--- config.mk ---
export PLATFORM = sky130hd
export DESIGN_NAME = uart_transmitter_flat
export DESIGN_NICKNAME = d
export VERILOG_FILES = /design/src/rtl/uart_pkg.sv /design/src/rtl/uart_transmitter_if.sv /design/src/rtl/uart_bit_timer.sv /design/src/rtl/uart_transmitter.sv /design/src/flat_wrapper.sv
export SDC_FILE = /design/constraint.sdc
export NUM_CORES = 1
export LEC_CHECK = 0
export CORE_MARGIN = 3
export CORE_UTILIZATION = 40
export CTS_CLUSTER_DIAMETER = 30
export DETAILED_ROUTE_END_ITERATION = 7
export SLEW_MARGIN = 20
export SYNTH_ARGS = -nofsm -noshare
export SYNTH_HDL_FRONTEND = slang
export SYNTH_SLANG_ARGS = --single-unit
--- constraint.sdc ---
create_clock -name clk -period 9.7 [get_ports clk]
set_clock_uncertainty 0.2 [all_clocks]
set_input_delay 0.97 -clock clk [delete_from_list [all_inputs] [get_ports clk]]
set_output_delay 0.97 -clock clk [all_outputs]
set_load 0.05 [all_outputs]
--- src/rtl/uart_pkg.sv ---
// Shared UART definitions: parity mode codes, tx state encoding,
// frame constants and the parity helper used by the transmit path.
package uart_pkg;

   localparam logic [1:0] PARITY_SPACE = 2'b00;
   localparam logic [1:0] PARITY_ODD   = 2'b01;
   localparam logic [1:0] PARITY_EVEN  = 2'b10;
   localparam logic [1:0] PARITY_MARK  = 2'b11;

   localparam int DATA_BITS_BASE = 5;

   typedef enum logic [2:0] {
      TX_IDLE,
      TX_START,
      TX_DATA,
      TX_PARITY,
      TX_STOP1,
      TX_STOP2,
      TX_BREAK
   } tx_state_e;

   // Parity over the low (bits+5) data bits only.
   function automatic logic parity_bit(
      input logic [7:0] data,
      input logic [1:0] bits,
      input logic [1:0] mode
   );
      logic x;
      x = 1'b0;
      for (int i = 0; i < 8; i++) begin
         if (i < int'(bits) + DATA_BITS_BASE) x = x ^ data[i];
      end
      unique case (mode)
         PARITY_EVEN:  parity_bit = x;
         PARITY_ODD:   parity_bit = ~x;
         PARITY_MARK:  parity_bit = 1'b1;
         PARITY_SPACE: parity_bit = 1'b0;
         default:      parity_bit = 1'b0;
      endcase
   endfunction

endpackage

--- src/rtl/uart_transmitter_if.sv ---
// Byte handshake between a data source and the UART transmitter.
// Ports: dataIn/dataValid from master, ready from slave.
interface uart_transmitter_if;

   logic [7:0] dataIn;
   logic       dataValid;
   logic       ready;

   modport master (
      output dataIn,
      output dataValid,
      input  ready
   );

   modport slave (
      input  dataIn,
      input  dataValid,
      output ready
   );

endinterface

--- src/rtl/uart_bit_timer.sv ---
// Loadable down-counter; done is high while the count sits at zero.
// Ports: clk, rst (async low), load, value, done.
module uart_bit_timer #(
   parameter int WIDTH = 16
) (
   input  logic             clk,
   input  logic             rst,
   input  logic             load,
   input  logic [WIDTH-1:0] value,
   output logic             done
);

   logic [WIDTH-1:0] cnt;

   always_ff @(posedge clk or negedge rst) begin
      if (!rst) begin
         cnt <= '0;
      end else if (load) begin
         cnt <= value;
      end else if (cnt != '0) begin
         cnt <= cnt - 1'b1;
      end
   end

   assign done = (cnt == '0);

endmodule

--- src/rtl/uart_transmitter.sv ---
// UART transmitter with one-entry holding register and break support.
// Ports: clk, rst (async low), frame config, host handshake, breakReq, busy, tx.
module uart_transmitter
   import uart_pkg::*;
#(
   parameter int CLOCK_DIVISOR_WIDTH = 16
) (
   input  logic                           clk,
   input  logic                           rst,
   input  logic [1:0]                     dataBits,
   input  logic                           hasParity,
   input  logic [1:0]                     parityMode,
   input  logic                           extraStopBit,
   input  logic [CLOCK_DIVISOR_WIDTH-1:0] clockDivisor,
   uart_transmitter_if.slave              host,
   input  logic                           breakReq,
   output logic                           busy,
   output logic                           tx
);

   localparam int DW = CLOCK_DIVISOR_WIDTH;

   tx_state_e state_q, state_d;
   logic [2:0] idx_q, idx_d;
   logic [7:0] shift_q;
   logic [7:0] hold_data;
   logic       hold_full;
   logic [1:0] dbits_q;
   logic       par_en_q;
   logic [1:0] par_mode_q;
   logic       two_stop_q;
   logic [DW-1:0] div_q;

   logic          take;
   logic          brk_load;
   logic          eof;
   logic          load;
   logic          tmr_load;
   logic          tmr_done;
   logic [DW-1:0] tmr_val;
   logic [2:0]    last_idx;
   logic          tx_d;

   assign host.ready = ~hold_full;
   assign load       = host.dataValid & ~hold_full;
   assign busy       = (state_q != TX_IDLE) | hold_full;
   assign last_idx   = {1'b0, dbits_q} + 3'd4;

   // Config is sampled on frame/break entry, so the timer
   // must take the live divisor on that same edge.
   assign tmr_val = (take | brk_load) ? clockDivisor : div_q;

   uart_bit_timer #(
      .WIDTH(DW)
   ) u_timer (
      .clk   (clk),
      .rst   (rst),
      .load  (tmr_load),
      .value (tmr_val),
      .done  (tmr_done)
   );

   always_comb begin
      state_d  = state_q;
      idx_d    = idx_q;
      take     = 1'b0;
      brk_load = 1'b0;
      eof      = 1'b0;
      unique case (state_q)
         TX_IDLE: begin
            if (breakReq) begin
               state_d  = TX_BREAK;
               brk_load = 1'b1;
            end else if (hold_full) begin
               state_d = TX_START;
               take    = 1'b1;
            end
         end
         TX_START: begin
            if (tmr_done) begin
               state_d = TX_DATA;
               idx_d   = 3'd0;
            end
         end
         TX_DATA: begin
            if (tmr_done) begin
               if (idx_q == last_idx) begin
                  state_d = par_en_q ? TX_PARITY : TX_STOP1;
               end else begin
                  idx_d = idx_q + 3'd1;
               end
            end
         end
         TX_PARITY: begin
            if (tmr_done) state_d = TX_STOP1;
         end
         TX_STOP1: begin
            if (tmr_done) begin
               if (two_stop_q) state_d = TX_STOP2;
               else            eof = 1'b1;
            end
         end
         TX_STOP2: begin
            if (tmr_done) eof = 1'b1;
         end
         TX_BREAK: begin
            if (tmr_done && !breakReq) state_d = TX_STOP1;
         end
         default: state_d = TX_IDLE;
      endcase

      // Break outranks a buffered byte at frame end.
      if (eof) begin
         if (breakReq) begin
            state_d  = TX_BREAK;
            brk_load = 1'b1;
         end else if (hold_full) begin
            state_d = TX_START;
            take    = 1'b1;
         end else begin
            state_d = TX_IDLE;
         end
      end

      tmr_load = (state_d != state_q) | (idx_d != idx_q);

      tx_d = 1'b1;
      unique case (state_d)
         TX_START:  tx_d = 1'b0;
         TX_DATA:   tx_d = shift_q[idx_d];
         TX_PARITY: tx_d = parity_bit(shift_q, dbits_q, par_mode_q);
         TX_BREAK:  tx_d = 1'b0;
         default:   tx_d = 1'b1;
      endcase
   end

   always_ff @(posedge clk or negedge rst) begin
      if (!rst) begin
         state_q <= TX_IDLE;
         idx_q   <= 3'd0;
         tx      <= 1'b1;
      end else begin
         state_q <= state_d;
         idx_q   <= idx_d;
         tx      <= tx_d;
      end
   end

   always_ff @(posedge clk or negedge rst) begin
      if (!rst) begin
         hold_full <= 1'b0;
         hold_data <= 8'h00;
      end else begin
         hold_full <= (hold_full & ~take) | load;
         if (load) hold_data <= host.dataIn;
      end
   end

   always_ff @(posedge clk or negedge rst) begin
      if (!rst) begin
         shift_q    <= 8'h00;
         dbits_q    <= 2'd3;
         par_en_q   <= 1'b0;
         par_mode_q <= PARITY_SPACE;
         two_stop_q <= 1'b0;
         div_q      <= '0;
      end else if (take) begin
         shift_q    <= hold_data;
         dbits_q    <= dataBits;
         par_en_q   <= hasParity;
         par_mode_q <= parityMode;
         two_stop_q <= extraStopBit;
         div_q      <= clockDivisor;
      end else if (brk_load) begin
         // The stop after a break is always a single bit.
         two_stop_q <= 1'b0;
         div_q      <= clockDivisor;
      end
   end

endmodule

--- src/flat_wrapper.sv ---
// flat-port wrapper written by rule: the top's interface ports become plain ports
module uart_transmitter_flat import uart_pkg::*;
#(
   parameter int CLOCK_DIVISOR_WIDTH = 16
)
  (clk, rst, dataBits, hasParity, parityMode, extraStopBit, clockDivisor, breakReq, busy, tx, host_dataIn, host_dataValid, host_ready);
  uart_transmitter_if host_i ();
  input  logic clk;
  input  logic rst;
  input  logic [1:0] dataBits;
  input  logic hasParity;
  input  logic [1:0] parityMode;
  input  logic extraStopBit;
  input  logic [CLOCK_DIVISOR_WIDTH-1:0] clockDivisor;
  input  logic breakReq;
  output logic busy;
  output logic tx;
  input wire logic [$bits(host_i.dataIn)-1:0] host_dataIn;
  input wire logic [$bits(host_i.dataValid)-1:0] host_dataValid;
  output wire logic [$bits(host_i.ready)-1:0] host_ready;
  assign host_i.dataIn = host_dataIn;
  assign host_i.dataValid = host_dataValid;
  assign host_ready = host_i.ready;
  uart_transmitter #(.CLOCK_DIVISOR_WIDTH(CLOCK_DIVISOR_WIDTH)) u_core (.clk(clk), .rst(rst), .dataBits(dataBits), .hasParity(hasParity), .parityMode(parityMode), .extraStopBit(extraStopBit), .clockDivisor(clockDivisor), .host(host_i), .breakReq(breakReq), .busy(busy), .tx(tx));
endmodule
**After elaboration in Yosys (flattened, before gate mapping)**

Cells that the tools add are included.

- Flip-flop bits (word level): 62
- Bits of input ports: 34
- Word-level logic and storage cells: 126

- Add/sub/neg operators: 4
- $lt $le $gt $ge: 9
- Eq/ne operators: 16
- Multiplexer cells: 59
- Bitwise gates (word level): 16
- Reduce and logical (&&, ||, !) cells: 10

Operators with widths:

| kind | number |
|---|---|
| 4-bit by 32-bit < comparator with 1-bit output (first input constant) | 4 |
| 16-bit two-way mux | 5 |
| 3-bit by 32-bit < comparator with 1-bit output (first input constant) | 2 |
| 3-bit two-way mux | 15 |
| 1-bit two-way mux | 33 |
| 1-bit by 32-bit < comparator with 1-bit output (first input constant) | 1 |
| 2-bit by 32-bit < comparator with 1-bit output (first input constant) | 1 |
| 3-bit case mux with 7 select lines | 1 |
| 16-bit zero test | 1 |
| 16-bit nonzero test | 1 |
| 16-bit by 1-bit subtractor with 16-bit output (second input constant) | 1 |
| 3-bit by 2-bit == test with 1-bit output (second input constant) | 4 |
| 3-bit == test (second input constant) | 4 |
| 1-bit bitwise XOR | 7 |
| 3-bit by 1-bit == test with 1-bit output (second input constant) | 2 |
| 3-bit inequality test | 2 |
| 3-bit case mux with 2 select lines | 1 |
| 2-bit by 3-bit adder with 4-bit output (second input constant) | 1 |
| 2-bit == test (second input constant) | 2 |
| 3-bit by 4-bit < comparator with 1-bit output (second input constant) | 1 |
| 1-bit OR | 4 |
| 1-bit case mux with 4 select lines | 1 |
| 2-bit nonzero test | 2 |
| 2-bit by 3-bit adder with 3-bit output (second input constant) | 1 |
| 14 further kinds | 17 |

**Depth between registers and ports, before layout**

- Depth in word-level cells: 32
- Depth in mapped cells: 11

**Hierarchy**

From an unflattened synthesis, not the netlist that was laid out.

- Cells, all modules: 286
- Area total of the unflattened synthesis: 3296.9 sq um

Modules (own cells, without submodules):

| module | instances | cells each | area each (sq um) | sequential area each (sq um) |
|---|---|---|---|---|
| uart_transmitter | 1 | 182 | 2290.9 | 1154.9 |
| uart_bit_timer | 1 | 104 | 1006.0 | 400.4 |

**Worst setup path before layout**

OpenSTA, ideal clock, no wires.

- Path type: in2reg
- From: input port breakReq
- To: register u_core.u_timer.cnt[0]
- Library setup time: 125 ps
- Arrival time: 3015 ps
- Data required time: 9375 ps
- Path slack: 6360 ps
- Stages on the path: 9
- Cell sequence: clkbuf_1 -> a21oi_1 -> o21ai_0 -> a31oi_2 -> o311a_4 -> or4_1 -> buf_4 -> buf_6 -> mux2_4

- Cells in the longest elaborated chain, start to end: 8
- Elaborated cells on any way between the ends: 22
- Classes of those cells: 1 x eq/ne; 16 x mux; 2 x bitwise; 3 x reduce/logical

Ends and longest elaborated chain:

| what | RTL line | text |
|---|---|---|
| from (decl) | flat_wrapper.sv:15 | `input logic breakReq;` |
| 1-bit zero test or 1-bit two-way mux (tied branches) | uart_transmitter.sv:107, uart_transmitter.sv:71 |  |
| 1-bit logical AND or 1-bit two-way mux (tied branches) | uart_transmitter.sv:107, uart_transmitter.sv:69 |  |
| 3-bit two-way mux or 1-bit two-way mux (tied branches) | uart_transmitter.sv:107, uart_transmitter.sv:117 |  |
| 3-bit case mux with 7 select lines or 1-bit two-way mux (tied branches) | uart_transmitter.sv:69, uart_transmitter.sv:114 |  |
| 3-bit two-way mux or 1-bit two-way mux (tied branches) | uart_transmitter.sv:113 | `if (eof) begin` |
| 3-bit inequality test or 1-bit OR (tied branches) | uart_transmitter.sv:125, uart_transmitter.sv:51 |  |
| 1-bit OR or 16-bit two-way mux (tied branches) | uart_transmitter.sv:125, uart_transmitter.sv:51 |  |
| 16-bit two-way mux or 2-bit nonzero test (tied branches) | -- |  |
| to (signal assigned) | uart_bit_timer.sv:19 | `cnt <= value;` |
| to (signal assigned) | uart_bit_timer.sv:21 | `cnt <= cnt - 1'b1;` |
| to (decl) | uart_bit_timer.sv:13 | `logic [WIDTH-1:0] cnt;` |

Several ways; a longest one is shown, not always the timed one.
A chain may end at the register's enable or synchronous reset.

**Worst setup path in the final report**

- From: register u_core.u_timer.cnt[0]
- To: register u_core.u_timer.cnt[2]

- Cells in the longest elaborated chain, start to end: 8
- Elaborated cells on any way between the ends: 27
- Classes of those cells: 1 x add/sub; 2 x eq/ne; 18 x mux; 2 x bitwise; 4 x reduce/logical

Ends and longest elaborated chain:

| what | RTL line | text |
|---|---|---|
| 16-bit zero test * | uart_bit_timer.sv:25 | `assign done = (cnt == '0);` |
| 1-bit logical AND | uart_transmitter.sv:107 | `if (tmr_done && !breakReq) state_d = TX_STOP1;` |
| 3-bit two-way mux | uart_transmitter.sv:107 |  |
| 3-bit case mux with 7 select lines | uart_transmitter.sv:69 | `unique case (state_q)` |
| 3-bit two-way mux * | uart_transmitter.sv:113 |  |
| named net u_core.state_d[1] | uart_transmitter.sv:23 | `tx_state_e state_q, state_d;` |
| 3-bit inequality test * | uart_transmitter.sv:125 | `tmr_load = (state_d != state_q) \| (idx_d != idx_q);` |
| 1-bit OR * | uart_transmitter.sv:125 |  |
| 16-bit two-way mux or 2-bit nonzero test (tied branches) | -- |  |

The timed path passes the listed nets; every way through them passes the cells marked *. The select of a mux whose other input is x is not followed.

==> flow_summary.json <==
{
  "min_period_over_period_pct": 45.6,
  "routed_wl_mm": 7.12,
  "overflow": 0,
  "critical_path_required_ns": 9.73,
  "worst_skew_pair.late_latency_ns": 0.35,
  "min_from": "u_core.div_q[5]",
  "r2r-start": "u_core.u_timer.cnt[0]",
  "grt_max_degree": 63,
  "synth_fp_nets": 336,
  "reg2reg_depth": 9,
  "rows": 33,
  "max_stage_delay_ns": 0.89,
  "end_kind": "register",
  "r2r_slack_ns": 5.28,
  "yosysSeqAreaShare_pct": 45.2,
  "fillCellCount": 750,
  "synth_top_area_share_pct": 42.9,
  "ant_nets": 0,
  "ys_seq_elements": 62,
  "r2r_end": "u_core.u_timer.cnt[2]",
  "p_leak_nw": 1.70,
  "die-height_um": 98.8,
  "grt_pass1_vias": 2485,
  "min_to": "u_core.div_q[5]",
  "synth_cells": 300,
  "nNetsFinal": 370,
  "p_per_area_mw_per_mm2": 283,
  "async_reset_ff_share_pct": 100,
  "fin_ws_ns": 5.28,
  "post_cts_buffers": 0,
  "drt_iter0_drc": 181,
  "place_ws_ns": 5.33,
  "worst_path_max_delay_cell": "or4_1",
  "start_util_pct": 41.5,
  "portBuffers": 36,
  "yosys_warnings": 0,
  "crit_type": "register to register",
  "maxCapViolations": 0,
  "routedWlPerCell_um": 16.0,
  "fmax_mhz": 226,
  "cts_hold_buf": 0,
  "dp_hpwl_mm": 5.07,
  "clock-sinks": 62,
  "synth-edff-count": 0,
  "period_minus_slack_ns": 4.42,
  "drc": 0,
  "io_pins": 37,
  "gp_congestion": 0.921,
  "htree_levels": 3,
  "ys.flop_type": "dfrtp_1",
  "cts_tree": "yes",
  "holdPathStages": 1,
  "synth_area_leader_cell": "dfrtp_1",
  "die_w_um": 98.8,
  "core_area_mm2": 0.00830,
  "worst_hold_path_type": "register to register",
  "hold_viol_final": 0,
  "vias": 2453,
  "track_usage_pct": 15.5,
  "synth.distinct_cells": 60,
  "syn_to_final_growth_pct": 19.6,
  "root_buffer": "clkbuf_8",
  "first_pass_iters": 4,
  "drive_gt1_share_pct": 25.7,
  "grt_first_pass_wirelength_mm": 12.1,
  "rsz0062_at_grt": "no",
  "worst-slew-pin-transition_ns": 0.889,
  "die-area_mm2": 0.00975,
  "arrival_ns": 4.45,
  "cts_buffers": 9,
  "clk_pin_slew_ns": 0.06,
  "worstPathMaxFanout": 21,
  "peakVddDrop_mv": 0.0938,
  "viasPerCell": 5.52,
  "cp-start-kind": "register",
  "n_antenna_cell": 0,
  "drv_slew": 0,
  "max_slew_margin_pct": 40.7,
  "syn_avg_cell_area_um2": 11.5,
  "path_cells": "inv_1 > ha_1 > nor4b_4 > and4_1 > a311oi_1 > a211o_2 > xnor2_2 > or4_1 > mux2_4",
  "antenna_found_initial": 0,
  "finalSetupTns_ns": 0,
  "final_common_cell": "dfrtp_1",
  "synth_area_mm2": 0.00344,
  "cts_resized": 0,
  "power_mw": 1.16,
  "mostFrequentLayoutCells": "dfrtp_1 (59), mux2_2 (45), clkdlybuf4s50_1 (35), nor2_1 (24), nand2_1 (14)",
  "setup_violations": 0,
  "outcome": "complete, no violations",
  "synth_top_cells_by_area": "dfrtp_1 (43%), mux2_2 (15%), xnor2_1 (3.3%), mux2_4 (2.6%), nor2_1 (2.6%)",
  "clockBufferDepth": 2
}
[report_power, final]
part	switching, mW	total [mW]	internal [mW]
registers	0.0985	0.474	0.375
clock network	0.104	0.281	0.177
logic	0.168	0.408	0.241
total	0.370	1.16	0.793
[synth_stat cells (all sizes together), types with 2 or more instances]
master  number
dfrtp       59
mux2        51
nor2        24
nand2       14
xnor2       14
inv         13
clkbuf       9
nor3         9
nor4         8
o31ai        7
a21oi        6
o21ai        6
a31oi        5
buf          5
o41ai        5
nand2b       4
nand3        4
o211ai       4
or3          4
xor2         4
a21boi       3
and2         3
dfstp        3
or4          3
a211oi       2
a22oi        2
a41oi        2
and4         2
ha           2
nand4        2
nor2b        2
nor3b        2
o22ai        2
[critical path, delay by kind of cell, from the launching register on]
family                   cells  cell delay, ns
AO/OA/AOI/OAI                2            0.64
XOR/XNOR                     1            0.18
adder cells (fa/ha/maj)      1            0.24
buffers and inverters        1            0.08
flip-flops                   1            0.43
multiplexers                 1            0.44
AND/OR/NAND/NOR              3            2.09
[through the flow]
stage	util, %	cell area (um^2)	hold slack (ns)	cells
floorplan	-	3440	0.268	300
global placement	46.6	3870	0.282	428
detailed placement	46.6	3870	0.284	428
CTS	49.6	4120	0.300	444
global route	49.6	4120	0.313	444
finish	49.6	4120	0.294	444
[metal layers]
metal,vias up,global-route usage [%],wire [um]
li1,1174,-,-
met1,1195,21.3,3300
met2,74,23.7,3300
met3,10,3.75,411
met4,0,6.09,111
met5,-,0,0
[worst max path at each step]
stage / start / to / slack (ns) / cells past startpoint
after floorplan: breakReq / u_core.u_timer.cnt[0] / 6.36 / 9
after global placement: u_core.u_timer.cnt[0] / u_core.u_timer.cnt[3] / 5.43 / 9
after detailed placement: u_core.u_timer.cnt[0] / u_core.u_timer.cnt[2] / 5.33 / 9
after CTS: u_core.u_timer.cnt[0] / u_core.u_timer.cnt[2] / 5.31 / 9
after global routing: u_core.u_timer.cnt[0] / u_core.u_timer.cnt[3] / 5.01 / 9
final: u_core.u_timer.cnt[0] / u_core.u_timer.cnt[2] / 5.28 / 9
[final cells by class]
cell class | count | area, um^2 | share of cell area (%)
clock buffers | 10 | 138 | 3.34
clock inverters | 6 | 109 | 2.64
inverters | 13 | 48.8 | 1.19
multi-input cells | 211 | 1770 | 43.0
flip-flops and latches | 62 | 1560 | 37.8
well taps | 105 | 131 | 3.19
repair buffers | 37 | 363 | 8.81
[sequential cells by signal, summed over array words and instances (netlist names)]
name                flops
u_core.div_q           16
u_core.hold_full        1
u_core.par_en_q         1
u_core.hold_data        8
u_core.u_timer.cnt     16
u_core.par_mode_q       2
u_core.idx_q            3
u_core.two_stop_q       1
u_core.state_q          3
u_core.dbits_q          2
u_core.tx               1
u_core.shift_q          8
[cell families after synthesis]
family	share of synthesized area (%)
simple gates	14.5
xor+xnor	5.45
flops	45.2
compound gates	13.1
fa+ha+maj	0.727
mux	17.6
buf+inv	3.34
No activity file was read; power rests on OpenSTA's default activity.
